## src/rtl/cpm_pkg.sv

```systemverilog
// Shared types and default constants for the multi-channel CPM output sequencer.
package cpm_pkg;

  typedef enum logic [1:0] {
    IDLE   = 2'd0,
    SETUP  = 2'd1,
    STROBE = 2'd2
  } cpm_state_t;

  localparam int DEF_DATA_W    = 22;
  localparam int DEF_N_CH      = 4;
  localparam int DEF_SETUP_CYC = 100;
  localparam int DEF_HOLD_CYC  = 1946;

  // Width of a channel index; a single channel still needs one bit.
  function automatic int ch_width(input int n);
    return (n > 1) ? $clog2(n) : 1;
  endfunction

endpackage

```

## src/rtl/cpm_output_seq_if.sv

```systemverilog
// CPM bus: data+strobe word and channel index from the sequencer, ack from the consumer.
interface cpm_output_seq_if #(
  parameter int DATA_W = 22,
  parameter int CH_W   = 2
);
  logic [DATA_W:0]   cpm;
  logic [CH_W-1:0]   cpm_ch;
  logic              cpm_ack;

  modport master (output cpm, output cpm_ch, input cpm_ack);
  modport slave  (input cpm, input cpm_ch, output cpm_ack);
endinterface

```

## src/rtl/cpm_prio_enc.sv

```systemverilog
// Lowest-set-bit priority encoder over the remaining channel mask.
module cpm_prio_enc #(
  parameter int N_CH  = 4,
  parameter int IDX_W = 2
) (
  input  logic [N_CH-1:0]  mask,
  output logic [IDX_W-1:0] index,
  output logic             any
);

  // Scan from the top so the lowest set bit is the last assignment and wins.
  always_comb begin
    index = '0;
    for (int i = N_CH - 1; i >= 0; i--) begin
      if (mask[i]) index = IDX_W'(i);
    end
  end

  assign any = |mask;

endmodule

```

## src/rtl/cpm_output_seq.sv

```systemverilog
// Snapshots N_CH results on end_measurement and strobes each enabled channel onto the CPM bus.
module cpm_output_seq
  import cpm_pkg::*;
#(
  parameter int DATA_W    = DEF_DATA_W,
  parameter int N_CH      = DEF_N_CH,
  parameter int SETUP_CYC = DEF_SETUP_CYC,
  parameter int HOLD_CYC  = DEF_HOLD_CYC,
  parameter int ACK_MODE  = 0
) (
  input  logic                   clk_200MHz,
  input  logic                   reset,
  input  logic                   end_measurement,
  input  logic [N_CH*DATA_W-1:0] result_for_cpm,
  input  logic [N_CH-1:0]        ch_enable,
  cpm_output_seq_if.master       bus,
  output logic                   access,
  output logic                   overrun,
  output logic                   ack_timeout
);

  localparam int CH_W    = ch_width(N_CH);
  localparam int CNT_MAX = (SETUP_CYC > HOLD_CYC) ? SETUP_CYC : HOLD_CYC;
  localparam int CNT_W   = $clog2(CNT_MAX + 1);

  if (SETUP_CYC < 1) begin : g_bad_setup
    $error("SETUP_CYC must be >= 1");
  end
  if (HOLD_CYC < 1) begin : g_bad_hold
    $error("HOLD_CYC must be >= 1");
  end
  if (N_CH < 1) begin : g_bad_nch
    $error("N_CH must be >= 1");
  end

  cpm_state_t        state, state_next;
  logic [CNT_W-1:0]  cnt;
  logic [N_CH-1:0]   mask;
  logic [DATA_W-1:0] shadow [N_CH];
  logic [DATA_W-1:0] data;
  logic              strobe;
  logic [CH_W-1:0]   ch;
  logic              load_pend;

  logic [CH_W-1:0]   next_idx;
  logic              next_any;
  logic              capture, setup_done, hold_done;
  logic              ack_hit, fall, timeout_hit, do_load;

  cpm_prio_enc #(.N_CH(N_CH), .IDX_W(CH_W)) u_prio (
    .mask  (mask),
    .index (next_idx),
    .any   (next_any)
  );

  // access is high only while idle, so an edge that returns it to 1 still counts as busy.
  assign capture    = end_measurement && access;
  assign setup_done = (cnt == CNT_W'(SETUP_CYC - 1));
  assign hold_done  = (cnt == CNT_W'(HOLD_CYC - 1));

  // NOTE: non-blocking assignments in clocked blocks keep every register updating from pre-edge values.
  always_ff @(posedge clk_200MHz) begin
    if (reset) state <= IDLE;
    else       state <= state_next;
  end

  // NOTE: every output of a combinational block gets a default first so no latch is inferred.
  always_comb begin
    state_next = state;
    unique case (state)
      IDLE:    if (capture && |ch_enable)    state_next = SETUP;
      SETUP:   if (!load_pend && setup_done) state_next = STROBE;
      STROBE:  if (fall)                     state_next = next_any ? SETUP : IDLE;
      default:                               state_next = IDLE;
    endcase
  end

  always_comb begin
    ack_hit     = 1'b0;
    fall        = 1'b0;
    timeout_hit = 1'b0;
    if (state == STROBE) begin
      ack_hit     = (ACK_MODE != 0) && bus.cpm_ack;
      fall        = ack_hit || hold_done;
      timeout_hit = (ACK_MODE != 0) && !ack_hit && hold_done;
    end
    do_load = ((state == SETUP) && load_pend) || (fall && next_any);
  end

  // NOTE: the shadow bank has no reset; it is only read after a capture has written it.
  always_ff @(posedge clk_200MHz) begin
    if (capture) begin
      for (int i = 0; i < N_CH; i++) shadow[i] <= result_for_cpm[i*DATA_W +: DATA_W];
    end
  end

  always_ff @(posedge clk_200MHz) begin
    if (reset) begin
      mask        <= '0;
      load_pend   <= 1'b0;
      cnt         <= '0;
      data        <= '0;
      strobe      <= 1'b0;
      ch          <= '0;
      access      <= 1'b1;
      overrun     <= 1'b0;
      ack_timeout <= 1'b0;
    end else begin
      if (end_measurement && !access) overrun     <= 1'b1;
      if (timeout_hit)                ack_timeout <= 1'b1;

      if (capture) begin
        mask      <= ch_enable;
        load_pend <= |ch_enable;
        access    <= 1'b0;
      end else if ((state == IDLE) && !access) begin
        access <= 1'b1;
      end else if (fall && !next_any) begin
        access <= 1'b1;
      end

      if (do_load) begin
        data           <= shadow[next_idx];
        ch             <= next_idx;
        mask[next_idx] <= 1'b0;
        load_pend      <= 1'b0;
      end

      if ((state == SETUP) && !load_pend && setup_done) strobe <= 1'b1;
      if (fall)                                         strobe <= 1'b0;

      if (do_load || fall || ((state == SETUP) && setup_done)) cnt <= '0;
      else if (state != IDLE)                                  cnt <= cnt + CNT_W'(1);
    end
  end

  assign bus.cpm    = {strobe, data};
  assign bus.cpm_ch = ch;

endmodule

```

## src/flat_wrapper.sv

```systemverilog
// flat-port wrapper written by rule: the top's interface ports become plain ports
module cpm_output_seq_flat import cpm_pkg::*;
#(
  parameter int DATA_W    = DEF_DATA_W,
  parameter int N_CH      = DEF_N_CH,
  parameter int SETUP_CYC = DEF_SETUP_CYC,
  parameter int HOLD_CYC  = DEF_HOLD_CYC,
  parameter int ACK_MODE  = 0
)
  (clk_200MHz, reset, end_measurement, result_for_cpm, ch_enable, access, overrun, ack_timeout, bus_cpm, bus_cpm_ch, bus_cpm_ack);
  cpm_output_seq_if #(.DATA_W(DATA_W), .CH_W(2)) bus_i ();
  input  logic clk_200MHz;
  input  logic reset;
  input  logic end_measurement;
  input  logic [N_CH*DATA_W-1:0] result_for_cpm;
  input  logic [N_CH-1:0] ch_enable;
  output logic access;
  output logic overrun;
  output logic ack_timeout;
  output wire logic [$bits(bus_i.cpm)-1:0] bus_cpm;
  output wire logic [$bits(bus_i.cpm_ch)-1:0] bus_cpm_ch;
  input wire logic [$bits(bus_i.cpm_ack)-1:0] bus_cpm_ack;
  assign bus_cpm = bus_i.cpm;
  assign bus_cpm_ch = bus_i.cpm_ch;
  assign bus_i.cpm_ack = bus_cpm_ack;
  cpm_output_seq #(.DATA_W(DATA_W), .N_CH(N_CH), .SETUP_CYC(SETUP_CYC), .HOLD_CYC(HOLD_CYC), .ACK_MODE(ACK_MODE)) u_core (.clk_200MHz(clk_200MHz), .reset(reset), .end_measurement(end_measurement), .result_for_cpm(result_for_cpm), .ch_enable(ch_enable), .bus(bus_i), .access(access), .overrun(overrun), .ack_timeout(ack_timeout));
endmodule
```

## config.mk

```make
export PLATFORM = sky130hd
export DESIGN_NAME = cpm_output_seq_flat
export DESIGN_NICKNAME = d
export VERILOG_FILES = /design/src/rtl/cpm_pkg.sv /design/src/rtl/cpm_output_seq_if.sv /design/src/rtl/cpm_prio_enc.sv /design/src/rtl/cpm_output_seq.sv /design/src/flat_wrapper.sv
export SDC_FILE = /design/constraint.sdc
export NUM_CORES = 1
export LEC_CHECK = 0
export ABC_AREA = 1
export BUFFER_PORTS_ARGS = -buffer_cell sky130_fd_sc_hd__buf_4
export CAP_MARGIN = 20
export CORE_ASPECT_RATIO = 0.75
export CORE_MARGIN = 10
export CORE_UTILIZATION = 50
export DETAILED_ROUTE_END_ITERATION = 6
export HOLD_SLACK_MARGIN = 0.15
export PLACE_DENSITY = 0.77
export SYNTH_ARGS = -nofsm -noshare
export SYNTH_HDL_FRONTEND = slang
export SYNTH_HIERARCHICAL = 1
export SYNTH_SLANG_ARGS = --single-unit
export TNS_END_PERCENT = 20
```

## constraint.sdc

```tcl
create_clock -name clk_200MHz -period 3 [get_ports clk_200MHz]
set_input_delay 0.15 -clock clk_200MHz [delete_from_list [all_inputs] [get_ports clk_200MHz]]
set_output_delay 0.15 -clock clk_200MHz [all_outputs]
set_load 0.01 [all_outputs]
```

==> results.py, run 1 <==
metrics = {
    "setup_path": {
        "end_kind": "register",
        "crit_path_start": "u_core/mask[2]",
        "crit_type": "register to register",
        "worstSetupStartpointType": "register",
        "path_max_fanout": 14,
        "crit_arrival_ps": 2470,
        "required_ps": 3330,
        "worstRegToRegCells": 11,
        "rr_endpoint": "u_core/data[14]",
        "regToRegSetupSlack_ps": 860,
        "worstReg2RegStart": "u_core/mask[2]",
    },
    "hold_path": {
        "worstHoldPathCells": 5,
        "hold_path_end": "u_core/mask[0]",
        "worstHoldPathType": "input pin to register",
        "hp-start": "ch_enable[0]",
    },
    "sta": {
        "post-route-period-util": 0.714,
        "slew_headroom": 0.551,
        "grt_setup_unrepaired": "false",
        "hold_viol": 0,
        "setup_violations": 0,
        "max_freq_ghz": 0.467,
        "tns_ps": 0,
        "fin_skew_ps": 11.9,
        "timing.final.crit_period_ps": 2140,
        "worst_slew_pin_slew_ps": 673,
        "slew_violations": 0,
    },
    "synth": {
        "synthTopCellsByArea": "edfxtp_1, dfxtp_1, nand2_1",
        "yosysTopAreaCell": "edfxtp_1",
        "synth_cells": 497,
        "async_flop_share": 0,
        "syn_nets": 595,
        "ys_types": 34,
        "ys_warn_count": 6,
        "synth_top_cell_area_share": 0.498,
        "synth.avg_cell_area_um2": 10.7,
        "syn_area_mm2": 0.00530,
        "synth_flop_cell": "edfxtp_1",
        "synth_edf_count": 88,
        "ys_ff_latch": 133,
        "ys_seq_area_frac": 0.668,
    },
    "power": {
        "p_leak_nw": 3.25,
        "power_frac_comb": 0.122,
        "p_int_mw": 3.65,
        "p_sw_mw": 1.13,
        "cellPowerDensity_mw_per_mm2": 614,
        "clockPowerShare": 0.436,
        "max-vdd-ir-drop_mv": 0.479,
        "seq_power_share": 0.442,
        "switching_share": 0.236,
    },
    "global_routing": {
        "antenna_found_initial": 0,
        "grt_pass1_vias": 4723,
        "grtUsageTotal": 0.208,
        "grt_max_degree": 57,
        "grt_pass1_wl_um": 24700,
        "grt.overflow.total": 0,
    },
    "clock_tree": {
        "tritoncts": "done",
        "cts_buffers": 17,
        "cts_root_buf": "clkbuf_16",
        "cts_sinks": 133,
        "hold_buffers": 92,
        "cts_buffer_depth": 2,
        "htreeDepth": 4,
        "cts-resized-gates": 0,
        "post_cts_buffers": 0,
        "insertion_delay_ps": 420,
        "path_clk_slew_ps": 60,
    },
    "die": {
        "start_util": 0.513,
        "die_h_um": 109,
        "dieArea_mm2": 0.0152,
        "rows": 32,
        "die_w_um": 139,
        "core_area_mm2": 0.0103,
        "ios": 124,
    },
    "routing": {
        "wl_um": 15800,
        "viasPerCell": 5.14,
        "drc": 0,
        "ant_nets": 0,
        "first_pass_iters": 5,
        "vias": 4442,
        "drt_iter0_drc": 342,
        "routedWlPerCell_um": 18.3,
    },
    "placed_design": {
        "port_buffers": 121,
        "hpwlAfterDp_um": 8880,
        "globalplace.congestion": 0.847,
    },
    "layout": {
        "mostFrequentLayoutCell": "buf_4",
        "mostFrequentLayoutCells": "buf_4, nand2_1, dlygate4sd3_1",
        "syn2layout_area_growth_pct": 47.0,
        "fin_util": 0.754,
        "fill_cells": 596,
        "drive_gt1_frac": 0.240,
        "fin_nets": 813,
    },
    "status": {
        "outcome": "completed",
    },
    "flow_run": {
        "drv_cap": 0,
    },
}
power by group through the flow:
stage                     clock (mW)  combinational [mW]  sequential (mW)
after floorplan                    0               0.255             2.15
after global placement             0               0.454             2.14
after detailed placement           0               0.467             2.15
after CTS                       2.09               0.569             2.11
after global routing            2.19               0.637             2.12
final                           2.08               0.584             2.11
worst max path at each step:
stage,endpoint,depth (start not counted)
finish,u_core/data[14],11
global route,u_core/data[14],11
CTS,u_core/data[17],12
detailed placement,u_core/data[21],12
global placement,u_core/data[7],12
floorplan,u_core/mask[2],5
Yosys cell counts (2+ instances only):
cell,count
nand4_1,4
buf_6,3
inv_1,26
nand3_1,23
nand3b_1,9
inv_2,8
buf_2,9
clkbuf_1,2
buf_4,2
a21oi_1,30
o211ai_1,2
o21ai_0,6
a22oi_1,7
xnor2_1,2
nor3_1,2
ha_1,2
nor2_1,83
dfxtp_1,45
buf_12,2
edfxtp_1,88
a211oi_1,4
xor2_1,7
a21oi_2,2
nand2_1,119
layout make-up:
cell class / instances / area, um2 / share of cell area
antenna: 1 / 2.50 / 0.000321
clock buffer: 19 / 433 / 0.0556
timing repair buffer: 218 / 1880 / 0.241
clock inverter: 13 / 159 / 0.0204
inverter: 34 / 129 / 0.0165
sequential: 133 / 3540 / 0.455
multi-input combinational: 311 / 1480 / 0.189
tap: 136 / 170 / 0.0218
worst max-delay path, cell delays in order, from the launching register on:
cell,delay [ps]
dfxtp_1,350
inv_2,60
nand2_1,70
a21oi_2,100
nor2_2,500
buf_4,340
nand2_1,100
nand3_1,120
a21oi_1,70
nand2_1,120
nand2_1,60
nor2_1,170
metrics by stage:
| step | hold WS [ps] | setup WS (ps) | instance area (um2) | power, mW | instances |
|---|---|---|---|---|---|
| 2_1_floorplan | 219 | 239 | 5300 | 2.41 | 497 |
| 5_1_grt | 183 | 761 | 7790 | 4.95 | 864 |
| 4_1_cts | 156 | 955 | 7790 | 4.77 | 864 |
| 6_report | 171 | 859 | 7790 | 4.78 | 865 |
| 3_5_place_dp | 329 | 979 | 6280 | 2.61 | 740 |
| 3_3_place_gp | 328 | 1030 | 6280 | 2.60 | 740 |
cells by family after synthesis:
group           share of synthesized area
simple gates                        0.202
flops                               0.668
buf+inv                            0.0536
compound gates                     0.0557
xor+xnor                           0.0149
fa+ha+maj                         0.00472
other cells                      0.000707
per-layer routing:
layer / track usage / vias up / wire [um] / part of all wire
met2: 0.378 / 202 / 8180 / 0.52
met5: 0 / - / 0 / 0
met3: 0.0704 / 34 / 1250 / 0.079
met4: 0.0921 / 0 / 493 / 0.031
met1: 0.218 / 2111 / 5880 / 0.37
li1: - / 2095 / - / -
flip-flops by register name, indices dropped and copies added (netlist names):
register and count:
u_core/mask 4, u_core/cnt 11, u_core/load_pend 1, u_core/data 22, u_core/strobe 1, u_core/state 2, u_core/access 1, u_core/bus.cpm_ch 2
u_core/overrun 1, u_core/shadow 88
Note: power is estimated with default switching activity, not from simulation.
==> run 2: changes to the inputs <==
==> constraint.sdc (replaced) <==
create_clock -name clk_200MHz -period 2 [get_ports clk_200MHz]
set_input_delay 0.1 -clock clk_200MHz [delete_from_list [all_inputs] [get_ports clk_200MHz]]
set_output_delay 0.1 -clock clk_200MHz [all_outputs]
set_load 0.01 [all_outputs]
==> run 2 against run 1 <==
  * Setup slack worse by 710 ps
  * Sequential cell count is the same
  * Critical path depth is 1 higher
  * Register-to-register slack lost 710 ps
  * Maximum frequency grew 16%
  * Utilization grew 0.93 points
  * Non-clock buffer count is 5 higher
  * Largest cell class unchanged
  * Largest power group is now clock
==> results.py, run 2 (synthesis gave the netlist of run 1 again) <==
metrics = {
    "status": {
        "outcome": "completed",
    },
    "power": {
        "p_leak_nw": 3.29,
        "max-vdd-ir-drop_mv": 0.673,
        "cellPowerDensity_mw_per_mm2": 922,
    },
    "setup_path": {
        "crit_path_start": "u_core/mask[2]",
        "cp-endpoint": "u_core/data[14]",
        "worstSetupStartpointType": "register",
        "crit_arrival_ps": 2150,
        "end_kind": "register",
        "worstReg2RegStart": "u_core/mask[2]",
        "path_max_fanout": 19,
        "required_ps": 2300,
        "rr_endpoint": "u_core/data[14]",
        "worstRegToRegCells": 12,
        "crit_type": "register to register",
        "regToRegSetupSlack_ps": 150,
    },
    "layout": {
        "largest_reg_flops": 88,
        "mostFrequentLayoutCell": "buf_4",
        "fin_util": 0.764,
        "drive_gt1_frac": 0.248,
        "mostFrequentLayoutCells": "buf_4, nand2_1, dlygate4sd3_1",
        "reg.largest.list": "u_core/shadow: 88 flops, u_core/data: 22 flops, u_core/cnt: 11 flops",
        "largest_register": "u_core/shadow",
        "diodes": 0,
        "fin_nets": 818,
        "syn2layout_area_growth_pct": 48.8,
    },
    "placed_design": {
        "dp_slack_ps": 179,
        "hpwlAfterDp_um": 8980,
        "globalplace.congestion": 0.828,
        "port_buffers": 121,
    },
    "routing": {
        "drt_iter0_drc": 407,
        "vias": 4458,
        "drc": 0,
        "viasPerCell": 5.13,
        "routedWlPerCell_um": 17.9,
        "first_pass_iters": 5,
        "wl_um": 15500,
        "ant_nets": 0,
    },
    "clock_tree": {
        "cts_root_buf": "clkbuf_16",
        "htreeDepth": 4,
        "path_clk_slew_ps": 60,
        "cts_buffers": 17,
        "cts_sinks": 133,
        "tritoncts": "done",
        "insertion_delay_ps": 410,
        "cts_buffer_depth": 2,
    },
    "die": {
        "ios": 124,
        "start_util": 0.513,
        "core_area_mm2": 0.0103,
        "die_h_um": 109,
        "rows": 32,
        "die_w_um": 139,
        "dieArea_mm2": 0.0152,
    },
    "hold_path": {
        "worstHoldPathCells": 2,
        "worstHoldPathType": "input pin to register",
    },
    "global_routing": {
        "antenna_found_initial": 0,
        "grt_pass1_wl_um": 25000,
        "gr-max-usage-layer": "met2",
        "grt.overflow.total": 0,
        "grt_use_met3": 0.0721,
        "grt_pass1_vias": 4745,
        "grt_max_degree": 88,
        "grtUsageTotal": 0.209,
        "met2_usage": 0.366,
        "grtUsageMet1": 0.233,
    },
    "sta": {
        "slew_headroom": 0.656,
        "timing.final.crit_period_ps": 1850,
        "fin_ws_ps": 147,
        "fin_skew_ps": 9.09,
        "grt_setup_unrepaired": "false",
        "hold_viol": 0,
        "post-route-period-util": 0.926,
        "max_freq_ghz": 0.540,
        "tns_ps": 0,
        "setup_violations": 0,
        "slew_violations": 0,
        "worst_slew_pin_slew_ps": 515,
    },
    "flow_run": {
        "drv_cap": 0,
    },
}
==> run 2: cell count changes in the layout (fill, tap and decap cells not counted), sizes merged <==
cell,previous run,this run
clkinv,8,4
buf,126,129
clkbuf,19,22
clkinvlp,2,4
dlygate4sd3,92,94
bufinv,3,2
diode,1,0
==> run 2: worst min path at each step <==
| stage | start | endpoint | slack [ps] |
|---|---|---|---|
| global route | result_for_cpm[82] | u_core/shadow[3][16] | 390 |
| finish | result_for_cpm[37] | u_core/shadow[1][15] | 400 |
| global placement | result_for_cpm[73] | u_core/shadow[3][7] | 280 |
| detailed placement | result_for_cpm[54] | u_core/shadow[2][10] | 280 |
| floorplan | reset | u_core/state[1] | 170 |
| CTS | result_for_cpm[7] | u_core/shadow[0][7] | 380 |
==> run 2: timing repair <==
action	in CTS	in global routing
hold buffers	94	0
endpoints found under the setup margin	0	5
setup buffers	0	0
gates resized for setup	0	2
endpoints found under the hold margin	100	0
==> run 2: where the power goes <==
group          switching [mW]  leakage [nW]  internal, mW
registers              0.0681          1.21          3.11
logic                   0.465          1.79         0.438
clock network            1.18         0.294          2.01
==> run 2: metal layers <==
metal	wire length, um	up-vias
li1	-	2109
met2	8020	196
met3	1210	21
met4	329	0
met5	0	-
met1	5960	2132
==> run 2: worst max-delay path: stages, from the launching register on <==
cell and delay (ps):
dfxtp_1 320, inv_2 70, nand2_1 60, a21oi_2 260, inv_2 40, nand2_1 210
inv_4 180, nand2_1 100, nand3_1 90, a21oi_1 170, nand2_1 70, nand2_1 90
nor2_1 50
==> run 2: final cells by class <==
class	count	area, um2
Inverter	34	134
Fill cell	617	2440
Clock inverter	10	119
Sequential cell	133	3540
Multi-Input combinational cell	311	1480
Clock buffer	22	495
Tap cell	136	170
Timing Repair Buffer	223	1940
==> run 2: stage by stage <==
step	hold WS [ps]	cell area, um2	cells	power (mW)
after floorplan	169	5310	497	3.61
after global placement	279	6300	742	3.90
after detailed placement	280	6330	743	3.95
after CTS	380	7890	869	7.25
after global routing	394	7890	869	7.51
final	400	7890	869	7.27
==> run 3: changes to the inputs <==
--- a/config.mk
+++ b/config.mk
@@ -8,12 +8,12 @@
 export ABC_AREA = 1
 export BUFFER_PORTS_ARGS = -buffer_cell sky130_fd_sc_hd__buf_4
 export CAP_MARGIN = 20
-export CORE_ASPECT_RATIO = 0.75
 export CORE_MARGIN = 10
 export CORE_UTILIZATION = 50
 export DETAILED_ROUTE_END_ITERATION = 6
 export HOLD_SLACK_MARGIN = 0.15
 export PLACE_DENSITY = 0.77
+export RECOVER_POWER = 25
 export SYNTH_ARGS = -nofsm -noshare
 export SYNTH_HDL_FRONTEND = slang
 export SYNTH_HIERARCHICAL = 1
==> run 3 against run 2 <==
  * Hold slack got worse by 87 ps
  * Wire length up 4.2%
  * Power rose by 2.1%
  * Critical path type unchanged
  * Critical endpoint is now u_core/data[21]
  * Largest cell class unchanged
  * Highest routed layer unchanged
==> results.py, run 3 (synthesis gave the netlist of run 1 again) <==
metrics = {
    "status": {
        "outcome": "completed",
    },
    "routing": {
        "routedWlPerCell_um": 18.5,
        "drc": 0,
        "wl_um": 16200,
        "first_pass_iters": 5,
        "drt_iter0_drc": 402,
        "ant_nets": 0,
        "viasPerCell": 5.17,
        "vias": 4512,
    },
    "die": {
        "ios": 124,
        "core_area_mm2": 0.0103,
        "start_util": 0.514,
        "rows": 37,
        "dieArea_mm2": 0.0151,
        "die_h_um": 123,
        "die_w_um": 123,
    },
    "placed_design": {
        "hpwlAfterDp_um": 8640,
        "dp_slack_ps": 184,
        "port_buffers": 121,
        "place_area_mm2": 0.00632,
        "dpl.cell_count": 741,
        "globalplace.congestion": 0.799,
    },
    "global_routing": {
        "grt.overflow.total": 0,
        "grt_max_degree": 89,
        "antenna_found_initial": 3,
        "grtUsageTotal": 0.214,
        "grt_pass1_wl_um": 24400,
        "grt_pass1_vias": 4637,
    },
    "clock_tree": {
        "cts_buffer_depth": 2,
        "htreeDepth": 4,
        "insertion_delay_ps": 520,
        "cts_root_buf": "clkbuf_8",
        "path_clk_slew_ps": 60,
        "cts_buffers": 17,
        "tritoncts": "done",
        "cts_sinks": 133,
    },
    "layout": {
        "mostFrequentLayoutCells": "nand2_1, dlygate4sd3_1, edfxtp_1",
        "drive_gt1_frac": 0.239,
        "largest_reg_flops": 88,
        "mostFrequentLayoutCell": "nand2_1",
        "final_cells": 872,
        "final_cell_area_mm2": 0.00793,
        "fin_nets": 817,
        "reg.largest.list": "u_core/shadow: 88 flops, u_core/data: 22 flops, u_core/cnt: 11 flops",
        "largest_register": "u_core/shadow",
        "syn2layout_area_growth_pct": 49.5,
        "fin_util": 0.768,
    },
    "setup_path": {
        "end_kind": "register",
        "cpPeakStageDelay_ps": 360,
        "worstPathCellList": "inv_1, nand2_1, a21oi_2, nand2_1, inv_1, buf_12, nand2_1, nand3_1, a21oi_1, nand2_1, nand2_1, nor2_1",
        "worstSetupStartpointType": "register",
        "cpMostUsedCell": "nand2_1",
        "crit_type": "register to register",
        "crit_arrival_ps": 2340,
        "path_max_fanout": 19,
        "slowest_stage": "dfxtp_1",
        "required_ps": 2450,
    },
    "sta": {
        "fin_skew_ps": 7.27,
        "fin_ws_ps": 110,
        "grt_setup_unrepaired": "false",
        "fin_hold_ws_ps": 313,
        "slew_headroom": 0.599,
        "post-route-period-util": 0.945,
        "worst_slew_pin_slew_ps": 601,
        "timing.final.crit_period_ps": 1890,
        "hold_viol": 0,
        "slew_violations": 0,
        "tns_ps": 0,
        "max_freq_ghz": 0.529,
        "setup_violations": 0,
    },
    "power": {
        "max-vdd-ir-drop_mv": 0.784,
        "cellPowerDensity_mw_per_mm2": 937,
        "p_leak_nw": 3.28,
        "power_mw": 7.43,
    },
    "flow_run": {
        "drv_cap": 0,
    },
    "hold_path": {
        "worstHoldPathType": "input pin to register",
    },
}
## run 3: cell types whose count changed in the layout (fill, tap and decap cells not counted), moves of 2 or more
| cell | change |
|---|---|
| bufinv_16 | +3 |
| clkbuf_4 | +59 |
| buf_4 | -65 |
| clkbuf_16 | -2 |
| clkinvlp_4 | -3 |
| clkbuf_1 | +5 |
| diode_2 | +4 |
## run 3: timing repair
action | 4_1_cts | 5_1_grt
gates resized for setup | 0 | 6
endpoints found under the setup margin | 0 | 8
endpoints found under the hold margin | 100 | 0
setup buffers | 0 | 0
hold buffers | 95 | 0
## run 3: layer usage
layer	wire [um]	share of wire	global-route usage
met3	1180	0.073	0.0624
met5	0	0	0
met1	5350	0.33	0.209
met4	477	0.030	0.104
met2	9160	0.57	0.402
## run 3: power breakdown
part / total (mW) / internal, mW / leakage (nW) / switching [mW]
Clock: 3.35 / 2.24 / 0.314 / 1.10
Combinational: 0.903 / 0.428 / 1.76 / 0.476
Sequential: 3.17 / 3.11 / 1.21 / 0.0657
## run 3: area by class of cell
cell class / instances / area [um2]
timing repair buffer: 222 / 1930
fill: 554 / 2400
clock inverter: 9 / 173
sequential: 133 / 3540
multi-input combinational: 311 / 1500
inverter: 34 / 136
tap: 136 / 170
antenna: 4 / 10.0
clock buffer: 23 / 467
## run 3: worst paths after layout
| path | start | endpoint | slack, ps | cells after the start |
|---|---|---|---|---|
| worst min register to register | u_core/overrun | u_core/overrun | 470 | 2 |
| worst max register to register | u_core/mask[0] | u_core/data[21] | 110 | 12 |
| worst min-delay path | result_for_cpm[3] | u_core/shadow[0][3] | 310 | 2 |
| worst max-delay path | u_core/mask[0] | u_core/data[21] | 110 | 12 |
## run 3: worst max-delay path: cells and delay by family, from the launching register on
kind,cells,cell delay (ps)
AND/OR/NAND/NOR,7,630
buffers and inverters,3,500
flip-flops,1,360
AO/OA/AOI/OAI,2,310
